--- src/rtl/shift_frame_ctrl_if.sv ---
// Parallel-side handshake bundle for shift_frame_ctrl: the tx word going in
// and the received word (with its parity flag) coming back out.
interface shift_frame_ctrl_if #(
  parameter int WIDTH = 4
);
  logic             tx_valid;
  logic             tx_ready;
  logic [WIDTH-1:0] tx_data;
  logic             rx_valid;
  logic [WIDTH-1:0] rx_data;
  logic             rx_perr;

  // producer/consumer side
  modport master (
    output tx_valid, tx_data,
    input  tx_ready, rx_valid, rx_data, rx_perr
  );

  // sequencer side
  modport slave (
    input  tx_valid, tx_data,
    output tx_ready, rx_valid, rx_data, rx_perr
  );
endinterface

--- src/rtl/shift_frame_ctrl.sv ---
// Serial frame sequencer: accepts a parallel word, shifts it out MSB first on
// so while capturing the same number of bits from si, then presents the
// received word with a one-cycle rx_valid strobe. A GAP-cycle idle period is
// forced after every frame.
// Optional build macro SHIFT_FRAME_PARITY_EN appends one even-parity bit to
// each frame and checks the received parity bit into rx_perr.
module shift_frame_ctrl #(
  parameter int WIDTH = 4,
  parameter int GAP   = 1
) (
  input  logic              clk,
  input  logic              resetn,
  shift_frame_ctrl_if.slave bus,
  input  logic              si,
  output logic              so,
  output logic              frame,
  output logic              busy
);

`ifdef SHIFT_FRAME_PARITY_EN
  localparam int LEN = WIDTH + 1;
`else
  localparam int LEN = WIDTH;
`endif
  localparam int CW = $clog2(LEN + 1);
  localparam int GW = $clog2(GAP + 2);
  localparam logic [CW-1:0] CNT_LAST = CW'(LEN - 1);
  localparam logic [GW-1:0] GAP_LAST = GW'((GAP > 0) ? GAP - 1 : 0);

  typedef enum logic [1:0] {IDLE, SHIFT, GAP_S} state_t;

  state_t           state, nxt;
  logic [WIDTH-1:0] sreg;
  logic [CW-1:0]    cnt;
  logic [GW-1:0]    gcnt;
  logic [WIDTH-1:0] rx_data;
  logic             rx_valid;
  logic             rx_perr;

`ifdef SHIFT_FRAME_PARITY_EN
  logic             tx_par;
`endif

  // state register
  always_ff @(posedge clk or negedge resetn) begin
    if (!resetn) state <= IDLE;
    else         state <= nxt;
  end

  // next-state: a frame is LEN shift cycles, then GAP idle cycles if any
  always_comb begin
    nxt = state;
    case (state)
      IDLE:    if (bus.tx_valid) nxt = SHIFT;
      SHIFT:   if (cnt == CNT_LAST) nxt = (GAP > 0) ? GAP_S : IDLE;
      GAP_S:   if (gcnt == GAP_LAST) nxt = IDLE;
      default: nxt = IDLE;
    endcase
  end

  // outputs decoded from state; ready is held low while reset is asserted
  always_comb begin
    bus.tx_ready = resetn && (state == IDLE);
    frame        = (state == SHIFT);
    busy         = (state != IDLE);
    so           = 1'b0;
    if (state == SHIFT) begin
`ifdef SHIFT_FRAME_PARITY_EN
      // extra trailing cycle carries the parity of the accepted word
      so = (cnt == CNT_LAST) ? tx_par : sreg[WIDTH-1];
`else
      so = sreg[WIDTH-1];
`endif
    end
  end

  // datapath: shift register, counters, received word capture
  always_ff @(posedge clk or negedge resetn) begin
    if (!resetn) begin
      sreg     <= '0;
      cnt      <= '0;
      gcnt     <= '0;
      rx_data  <= '0;
      rx_valid <= 1'b0;
      rx_perr  <= 1'b0;
`ifdef SHIFT_FRAME_PARITY_EN
      tx_par   <= 1'b0;
`endif
    end else begin
      rx_valid <= 1'b0;
      case (state)
        IDLE: begin
          if (bus.tx_valid) begin
            sreg   <= bus.tx_data;
            cnt    <= '0;
`ifdef SHIFT_FRAME_PARITY_EN
            tx_par <= ^bus.tx_data;
`endif
          end
        end
        SHIFT: begin
          cnt  <= cnt + 1'b1;
          gcnt <= '0;
`ifdef SHIFT_FRAME_PARITY_EN
          // sreg already holds the full received word in the parity cycle
          if (cnt == CNT_LAST) begin
            rx_data  <= sreg;
            rx_perr  <= si ^ (^sreg);
            rx_valid <= 1'b1;
          end else begin
            sreg <= {sreg[WIDTH-2:0], si};
          end
`else
          sreg <= {sreg[WIDTH-2:0], si};
          if (cnt == CNT_LAST) begin
            rx_data  <= {sreg[WIDTH-2:0], si};
            rx_valid <= 1'b1;
          end
`endif
        end
        GAP_S: gcnt <= gcnt + 1'b1;
        default: ;
      endcase
    end
  end

  assign bus.rx_data  = rx_data;
  assign bus.rx_valid = rx_valid;
  assign bus.rx_perr  = rx_perr;

endmodule

--- src/flat_wrapper.sv ---
// flat-port wrapper written by rule: the top's interface ports become plain ports
module shift_frame_ctrl_flat 
#(
  parameter int WIDTH = 4,
  parameter int GAP   = 1
)
  (clk, resetn, si, so, frame, busy, bus_tx_valid, bus_tx_data, bus_tx_ready, bus_rx_valid, bus_rx_data, bus_rx_perr);
  shift_frame_ctrl_if #(.WIDTH(WIDTH)) bus_i ();
  input  logic clk;
  input  logic resetn;
  input  logic si;
  output logic so;
  output logic frame;
  output logic busy;
  input wire logic [$bits(bus_i.tx_valid)-1:0] bus_tx_valid;
  input wire logic [$bits(bus_i.tx_data)-1:0] bus_tx_data;
  output wire logic [$bits(bus_i.tx_ready)-1:0] bus_tx_ready;
  output wire logic [$bits(bus_i.rx_valid)-1:0] bus_rx_valid;
  output wire logic [$bits(bus_i.rx_data)-1:0] bus_rx_data;
  output wire logic [$bits(bus_i.rx_perr)-1:0] bus_rx_perr;
  assign bus_i.tx_valid = bus_tx_valid;
  assign bus_i.tx_data = bus_tx_data;
  assign bus_tx_ready = bus_i.tx_ready;
  assign bus_rx_valid = bus_i.rx_valid;
  assign bus_rx_data = bus_i.rx_data;
  assign bus_rx_perr = bus_i.rx_perr;
  shift_frame_ctrl #(.WIDTH(WIDTH), .GAP(GAP)) u_core (.clk(clk), .resetn(resetn), .bus(bus_i), .si(si), .so(so), .frame(frame), .busy(busy));
endmodule
--- config.mk ---
export PLATFORM = sky130hd
export DESIGN_NAME = shift_frame_ctrl_flat
export DESIGN_NICKNAME = d
export VERILOG_FILES = /design/src/rtl/shift_frame_ctrl_if.sv /design/src/rtl/shift_frame_ctrl.sv /design/src/flat_wrapper.sv
export SDC_FILE = /design/constraint.sdc
export NUM_CORES = 1
export LEC_CHECK = 0
export BUFFER_PORTS_ARGS = -buffer_cell sky130_fd_sc_hd__buf_2
export CAP_MARGIN = 10
export CORE_MARGIN = 2
export CORE_UTILIZATION = 56
export DETAILED_ROUTE_END_ITERATION = 8
export PLACE_DENSITY_LB_ADDON = 0.08
export SLEW_MARGIN = 10
export SYNTH_ARGS = -nofsm -noshare
export SYNTH_HDL_FRONTEND = slang
export SYNTH_SLANG_ARGS = --single-unit
--- constraint.sdc ---
create_clock -name clk -period 4.3 [get_ports clk]
set_input_delay 0.86 -clock clk [delete_from_list [all_inputs] [get_ports clk]]
set_output_delay 0.86 -clock clk [all_outputs]
set_load 0.01 [all_outputs]
Yosys cells after proc, flatten, opt, wreduce, memory -nomap -nowiden. Index checks and enable logic that the tools add are counted.

Input port bits: 8. Output and inout port bits: 10. Logic and storage cells: 35. Bits in registers: 16.

Add/sub/neg operators: 2. Mux-type cells: 12. Equality and inequality tests: 6. Reductions and logical operators: 9.

Operator list (number): $pmux 4 s2 (1); $mux 2 (3); $pmux 2 s3 (1); $pmux 3 s2 (1); $reduce_bool 2->1 (3); $logic_not 2->1 (2); $mux 4 (1); $ne 2x1->1 const B (2); $pmux 2 s2 (1); $reduce_and 2->1 (2); $add 3x1->3 const B (1); $eq 3x2->1 const B (1); $mux 1 (3); $mux 3 (1); $reduce_and 3->1 (1); $add 2x1->2 const B (1); $eq 2x1->1 const B (1); $eq 2x2->1 const B (1); $ne 2x2->1 const B (1); $logic_and 1x1->1 (1).

Longest topological paths before layout. Gate-level depths: netlist of run 1.

Word-level depth: 3. Gate-level depth with buffers: 7. Mapped depth without buffers: 5.

Least setup slack after synthesis of run 1. OpenSTA, ideal clock, no wires.

Path kind: reg-to-output. Start: register u_core.state[0]. End: output port bus_tx_ready. Path buffers: 1. Setup slack: 2289 ps. Stages on the path, launching flop included: 5. Data arrival time: 1151 ps. Required time: 3440 ps. Cell sequence: dfrtp_1 -> inv_1 -> ha_1 -> clkbuf_1 -> and2_1.

Longest elaborated chain between the ends: 2.

Ends and longest elaborated chain: start: declaration (RTL line shift_frame_ctrl.sv:32) `state_t state, nxt;`; start signal: assignment (RTL line shift_frame_ctrl.sv:47) `else state <= nxt;`; $logic_not 2->1 (RTL line shift_frame_ctrl.sv:63) `bus.tx_ready = resetn && (state == IDLE);`; $logic_and 1x1->1 (RTL line shift_frame_ctrl.sv:63); end: declaration (RTL line flat_wrapper.sv:17) `output wire logic [$bits(bus_i.tx_ready)-1:0] bus_tx_ready;`.

Every way passes these cells.

Worst setup path after layout of run 1.
Start: register u_core.state[1]. End: output port so.

Longest elaborated chain between the ends: 2.

Ends and longest elaborated chain: $eq 2x1->1 (RTL line shift_frame_ctrl.sv:67) `if (state == SHIFT) begin`; $mux 1 (RTL line shift_frame_ctrl.sv:67); end: declaration (RTL line flat_wrapper.sv:12) `output logic so;`.

Every way passes these cells.

==> results of run 1 <==
[cell usage after synthesis (2+ instances only)]
cell type  instances
o22ai_1            8
buf_4              3
nand2_1            4
and2_1             2
nand3_1            2
mux2_2            10
a21oi_1            5
dfrtp_1           16
ha_1               7
o21ai_0            5
inv_1              9
[worst max-delay path: stages, from the launching register on]
cell and delay [ns]:
dfrtp_1 0.40, inv_1 0.11, ha_1 0.53, and2_1 0.20, buf_2 0.12
[cell families after synthesis]
| family | after synthesis | synth area share, % |
|---|---|---|
| AO/OA/AOI/OAI | 21 | 14.9 |
| flip-flops | 16 | 45.1 |
| buffers and inverters | 14 | 8.04 |
| multiplexers | 11 | 13.8 |
| AND/OR/NAND/NOR | 11 | 6.77 |
| adder cells (fa/ha/maj) | 7 | 9.87 |
| other | 1 | 0.423 |
| XOR/XNOR | 1 | 0.987 |
[power by group through the flow]
stage               sequential [uW]  combinational, uW  clock, uW
global placement                266                374          0
CTS                             267                393        103
floorplan                       271                304          0
global route                    280                436        106
detailed placement              271                391          0
finish                          268                386       98.0
[through the flow]
step / instances / power [uW] / setup WS [ns]
final: 113 / 752 / 1.79
after global routing: 113 / 822 / 1.66
after CTS: 113 / 763 / 1.75
after detailed placement: 109 / 662 / 1.93
after global placement: 109 / 640 / 1.95
after floorplan: 82 / 575 / 2.29
[metal layers]
metal / wire length, um / vias to the layer above / track usage (%)
met1: 655 / 308 / 22.0
met3: 64 / 2 / 2.50
met2: 788 / 13 / 33.8
met4: 20 / 0 / 10.9
met5: 0 / - / 0
li1: - / 317 / -
[final cells by class]
type	count	area, sq um	share of cell area [%]
clock buffer	4	36.3	3.68
inverter	9	33.8	3.43
multi-input combinational	52	415	42.1
sequential	16	400	40.6
tap	16	20.0	2.03
timing repair buffer	16	80.1	8.12
[flip-flops by register name, summed over array words and instances, names as in the netlist]
signal / flops
u_core.bus.rx_data: 4
u_core.sreg: 4
u_core.cnt: 3
u_core.gcnt: 2
u_core.state: 2
u_core.bus.rx_valid: 1
[worst min-delay path by stage]
stage                                       from                           endpoint  slack, ns  depth (start not counted)
2_1_floorplan          u_core.cnt[2]$_DFFE_PN0P_          u_core.cnt[2]$_DFFE_PN0P_       0.47                          2
3_3_place_gp   u_core.bus.rx_data[0]$_DFFE_PN0P_  u_core.bus.rx_data[0]$_DFFE_PN0P_       0.48                          1
3_5_place_dp   u_core.bus.rx_data[2]$_DFFE_PN0P_  u_core.bus.rx_data[2]$_DFFE_PN0P_       0.49                          1
4_1_cts                                   resetn  u_core.bus.rx_data[2]$_DFFE_PN0P_       0.48                          1
5_1_grt                                   resetn      u_core.bus.rx_valid$_DFF_PN0_       0.49                          1
6_report                                  resetn  u_core.bus.rx_data[3]$_DFFE_PN0P_       0.48                          1
==> results.py, run 1 <==
metrics = {
    "flow_run": {
        "maxCapViolCount": 0,
    },
    "timing": {
        "tightest_slew_ns": 0.575,
        "tns_ns": 0,
        "drv_slew": 0,
        "maxSlewHeadroom_pct": 61.6,
        "setup_violations": 0,
        "finalClockSkew_ns": 0.00605,
        "min_period_ns": 2.51,
        "rsz0062_at_grt": "false",
        "whs_ns": 0.479,
        "clock.fmax_mhz": 398,
        "period_share_pct": 58.4,
        "hold_viol_final": 0,
    },
    "yosys": {
        "syn_inst": 82,
        "synth.top_cell.area_share_pct": 45.1,
        "ys_seq_area_share_pct": 45.1,
        "yosysWarningCount": 1,
        "synth_ff_type": "dfrtp_1",
        "yosysUniqueCellTypes": 22,
        "syn_avg_cell_area_sq_um": 10.8,
        "yosys.area.top_type": "dfrtp_1",
        "synth_nets": 97,
        "syn_area_sq_um": 887,
        "ys_top_cells_by_area": "dfrtp_1, mux2_2, ha_1",
        "ys_seq_elements": 16,
        "synth-async-reset-ratio_pct": 100,
        "synth_edf_count": 0,
    },
    "layout": {
        "layout.nets": 113,
        "antenna_cells": 0,
        "final_area_sq_um": 986,
        "fillers": 117,
        "area_delta_synth_final_pct": 11.1,
        "mostFrequentLayoutCells": "buf_2, dfrtp_1, mux2_2",
        "drive_gt1_share_pct": 33.0,
        "final_util_pct": 66.2,
    },
    "floorplanning": {
        "chipHeight_um": 43.8,
        "core-area_sq_um": 1490,
        "row_count": 14,
        "fp.dieW_um": 43.8,
        "io_pins": 18,
        "start_util_pct": 59.6,
        "die_area_sq_um": 1920,
    },
    "global_routing": {
        "grt_max_degree": 18,
        "grt_pass1_wl_um": 2690,
        "antenna_found_initial": 0,
        "grt_pass1_vias": 664,
        "grt_overflow": 0,
        "grt.total_usage_pct": 19.2,
    },
    "power": {
        "p_sw_uw": 292,
        "p_sw_share_pct": 38.9,
        "power_frac_clock_pct": 13.0,
        "p_comb_share_pct": 51.3,
        "power_leakage_uw": 0.000471,
        "power_density_nw_per_um2": 763,
        "peakVddDrop_v": 0.000413,
        "p_int_uw": 460,
        "p_seq_share_pct": 35.7,
    },
    "setup_path": {
        "startpoint": "u_core.state[1]$_DFFE_PN0P_",
        "worstPathRequired_ns": 3.44,
        "start_kind": "flop",
        "cp_max_fo": 17,
        "critPathArrivalTime_ns": 1.65,
        "ff2ff_setup_slack_ns": 2.50,
        "r2r_end": "u_core.sreg[1]$_DFFE_PN0P_",
        "critPathCapture": "so",
        "crit_path_end_kind": "primary output",
        "critPathKind": "flop to primary output",
        "r2r-start": "u_core.state[1]$_DFFE_PN0P_",
        "reg2regPathDepth": 5,
    },
    "hold_path": {
        "min_path_type": "input port to async pin",
    },
    "placed_design": {
        "place_hpwl_um": 1120,
        "place.gp.congestion": 0.711,
        "io_buffers": 16,
        "dpl_cell_area_sq_um": 950,
    },
    "clock_network": {
        "ctsHtreeMaxLevel": 1,
        "cts_buffer_depth": 2,
        "postCtsSetupBuffers": 0,
        "clk_latency_ns": 0.28,
        "clk_pin_slew_ns": 0.10,
        "cts_buffers": 3,
        "cts-resized-gates": 0,
        "cts_tree": "yes",
        "clockRootBuffer": "clkbuf_4",
        "cts.sinks": 16,
        "hold_buffers": 0,
    },
    "route": {
        "wl_per_cell_um": 13.5,
        "dr.pass1.iters": 4,
        "viasPerCell": 5.66,
        "drc_errors": 0,
        "vias": 640,
        "drtIter0Drc": 6,
        "finalWirelength_um": 1530,
        "ant_nets": 0,
    },
    "run_status": {
        "status": "finished, final reports clean",
    },
}
Note: power is estimated with default switching activity, not from simulation.
==> run 2, diff against run 1 <==
- CORE_UTILIZATION: 56 -> 47
- clock period: 4.3 -> 2.1 ns (I/O delays scaled with it)
==> results.py, run 2 (same netlist as run 1, synthesis figures left out) <==
metrics = {
    "timing": {
        "tns_ns": 0,
        "setup_violations": 0,
        "min_period_ns": 1.90,
        "clock.fmax_mhz": 527,
        "drv_slew": 0,
        "whs_ns": 0.0874,
        "hold_viol_final": 0,
        "finalClockSkew_ns": 0.000334,
        "rsz0062_at_grt": "false",
        "layout_setup_ws_ns": 0.204,
        "period_share_pct": 90.3,
    },
    "hold_path": {
        "min_path_type": "input port to async pin",
    },
    "floorplanning": {
        "start_util_pct": 50.8,
        "row_count": 15,
        "chipHeight_um": 47.4,
        "die_area_sq_um": 2250,
        "core-area_sq_um": 1750,
        "io_pins": 18,
        "fp.dieW_um": 47.4,
    },
    "global_routing": {
        "antenna_found_initial": 0,
        "grt_pass1_wl_um": 2460,
        "grt_max_degree": 18,
        "grt_pass1_vias": 569,
        "grt.total_usage_pct": 15.9,
        "grt_overflow": 0,
    },
    "layout": {
        "fillers": 158,
        "reg_top3": "u_core.bus.rx_data x4, u_core.sreg x4, u_core.cnt x3",
        "multi_input_area_sq_um": 418,
        "area.sequential_sq_um": 400,
        "drive_gt1_share_pct": 35.4,
        "antenna_cells": 0,
        "mostFrequentLayoutCells": "buf_2, dfrtp_1, mux2_2",
        "layout.nets": 115,
        "area_delta_synth_final_pct": 14.4,
    },
    "power": {
        "peakVddDrop_v": 0.000799,
        "power_leakage_uw": 0.000480,
        "design_power_total_uw": 1560,
        "power_density_nw_per_um2": 1540,
    },
    "setup_path": {
        "critPathArrivalTime_ns": 1.48,
        "cp_max_fo": 17,
        "start_kind": "flop",
        "reg2regPathDepth": 5,
        "worstPathRequired_ns": 1.68,
        "r2r-start": "u_core.state[0]$_DFFE_PN0P_",
        "crit_path_end_kind": "primary output",
        "r2r_end": "u_core.state[0]$_DFFE_PN0P_",
        "critPathKind": "flop to primary output",
        "ff2ff_setup_slack_ns": 0.40,
    },
    "clock_network": {
        "clk_latency_ns": 0.28,
        "cts.sinks": 16,
        "postCtsSetupBuffers": 0,
        "clk_pin_slew_ns": 0.09,
        "cts_buffers": 3,
        "clockRootBuffer": "clkbuf_4",
        "hold_buffers": 0,
        "cts_buffer_depth": 2,
        "ctsHtreeMaxLevel": 1,
        "cts_tree": "yes",
    },
    "route": {
        "dr.pass1.iters": 4,
        "vias": 640,
        "wl_per_cell_um": 12.5,
        "drtIter0Drc": 15,
        "drc_errors": 0,
        "viasPerCell": 5.16,
        "ant_nets": 0,
        "finalWirelength_um": 1560,
    },
    "placed_design": {
        "pre_cts_slack_ns": 0.331,
        "io_buffers": 16,
        "place_hpwl_um": 1140,
        "place.gp.congestion": 0.783,
    },
    "run_status": {
        "status": "finished, final reports clean",
    },
    "flow_run": {
        "maxCapViolCount": 0,
    },
}
-- run 2: cell count changes in the layout (fill, tap and decap cells not counted) --
cell   before  now
ha_2        0    1
buf_4       0    2
ha_1        7    6
-- run 2: stage by stage --
step	std cells	instance area, sq um	utilization, %
global route	124	1010	58.1
detailed placement	120	976	55.9
floorplan	82	887	-
finish	124	1010	58.1
global placement	120	976	55.9
CTS	124	1010	58.0
-- run 2: area by class of cell --
| class | instances | area share, % |
|---|---|---|
| Multi-Input combinational cell | 52 | 41.2 |
| Sequential cell | 16 | 39.5 |
| Tap cell | 25 | 3.08 |
| Clock buffer | 4 | 3.58 |
| Inverter | 9 | 3.33 |
| Timing Repair Buffer | 18 | 9.37 |
-- run 2: critical path, cell delays in order (launching register included) --
cell and delay, ns:
dfrtp_1 0.40, inv_1 0.11, ha_2 0.39, and2_1 0.17, buf_2 0.12
-- run 2: power breakdown --
group / switching (uW) / internal, uW
logic: 406 / 403
clock network: 98.4 / 105
registers: 97.4 / 450
-- run 2: timing repair --
item / 4_1_cts / 5_1_grt
setup endpoints to repair: 0 / 2
resized for setup: 0 / 1
hold endpoints to repair: 0 / 0
-- run 2: worst max path at each step --
| stage | slack [ns] | to | startpoint |
|---|---|---|---|
| 2_1_floorplan | 0.53 | bus_tx_ready | u_core.state[0]$_DFFE_PN0P_ |
| 3_3_place_gp | 0.39 | so | u_core.state[1]$_DFFE_PN0P_ |
| 3_5_place_dp | 0.33 | u_core.bus.rx_data[1]$_DFFE_PN0P_ | u_core.state[1]$_DFFE_PN0P_ |
| 4_1_cts | 0.02 | so | u_core.state[1]$_DFFE_PN0P_ |
| 5_1_grt | 0.10 | so | u_core.state[1]$_DFFE_PN0P_ |
| 6_report | 0.20 | so | u_core.state[1]$_DFFE_PN0P_ |
-- run 2: per-layer routing --
| layer | vias up | global-route usage (%) | wire length [um] |
|---|---|---|---|
| li1 | 322 | - | - |
| met1 | 304 | 20.6 | 680 |
| met2 | 12 | 25.7 | 787 |
| met3 | 2 | 2.26 | 74 |
| met4 | 0 | 8.33 | 12 |
| met5 | - | 0 | 0 |
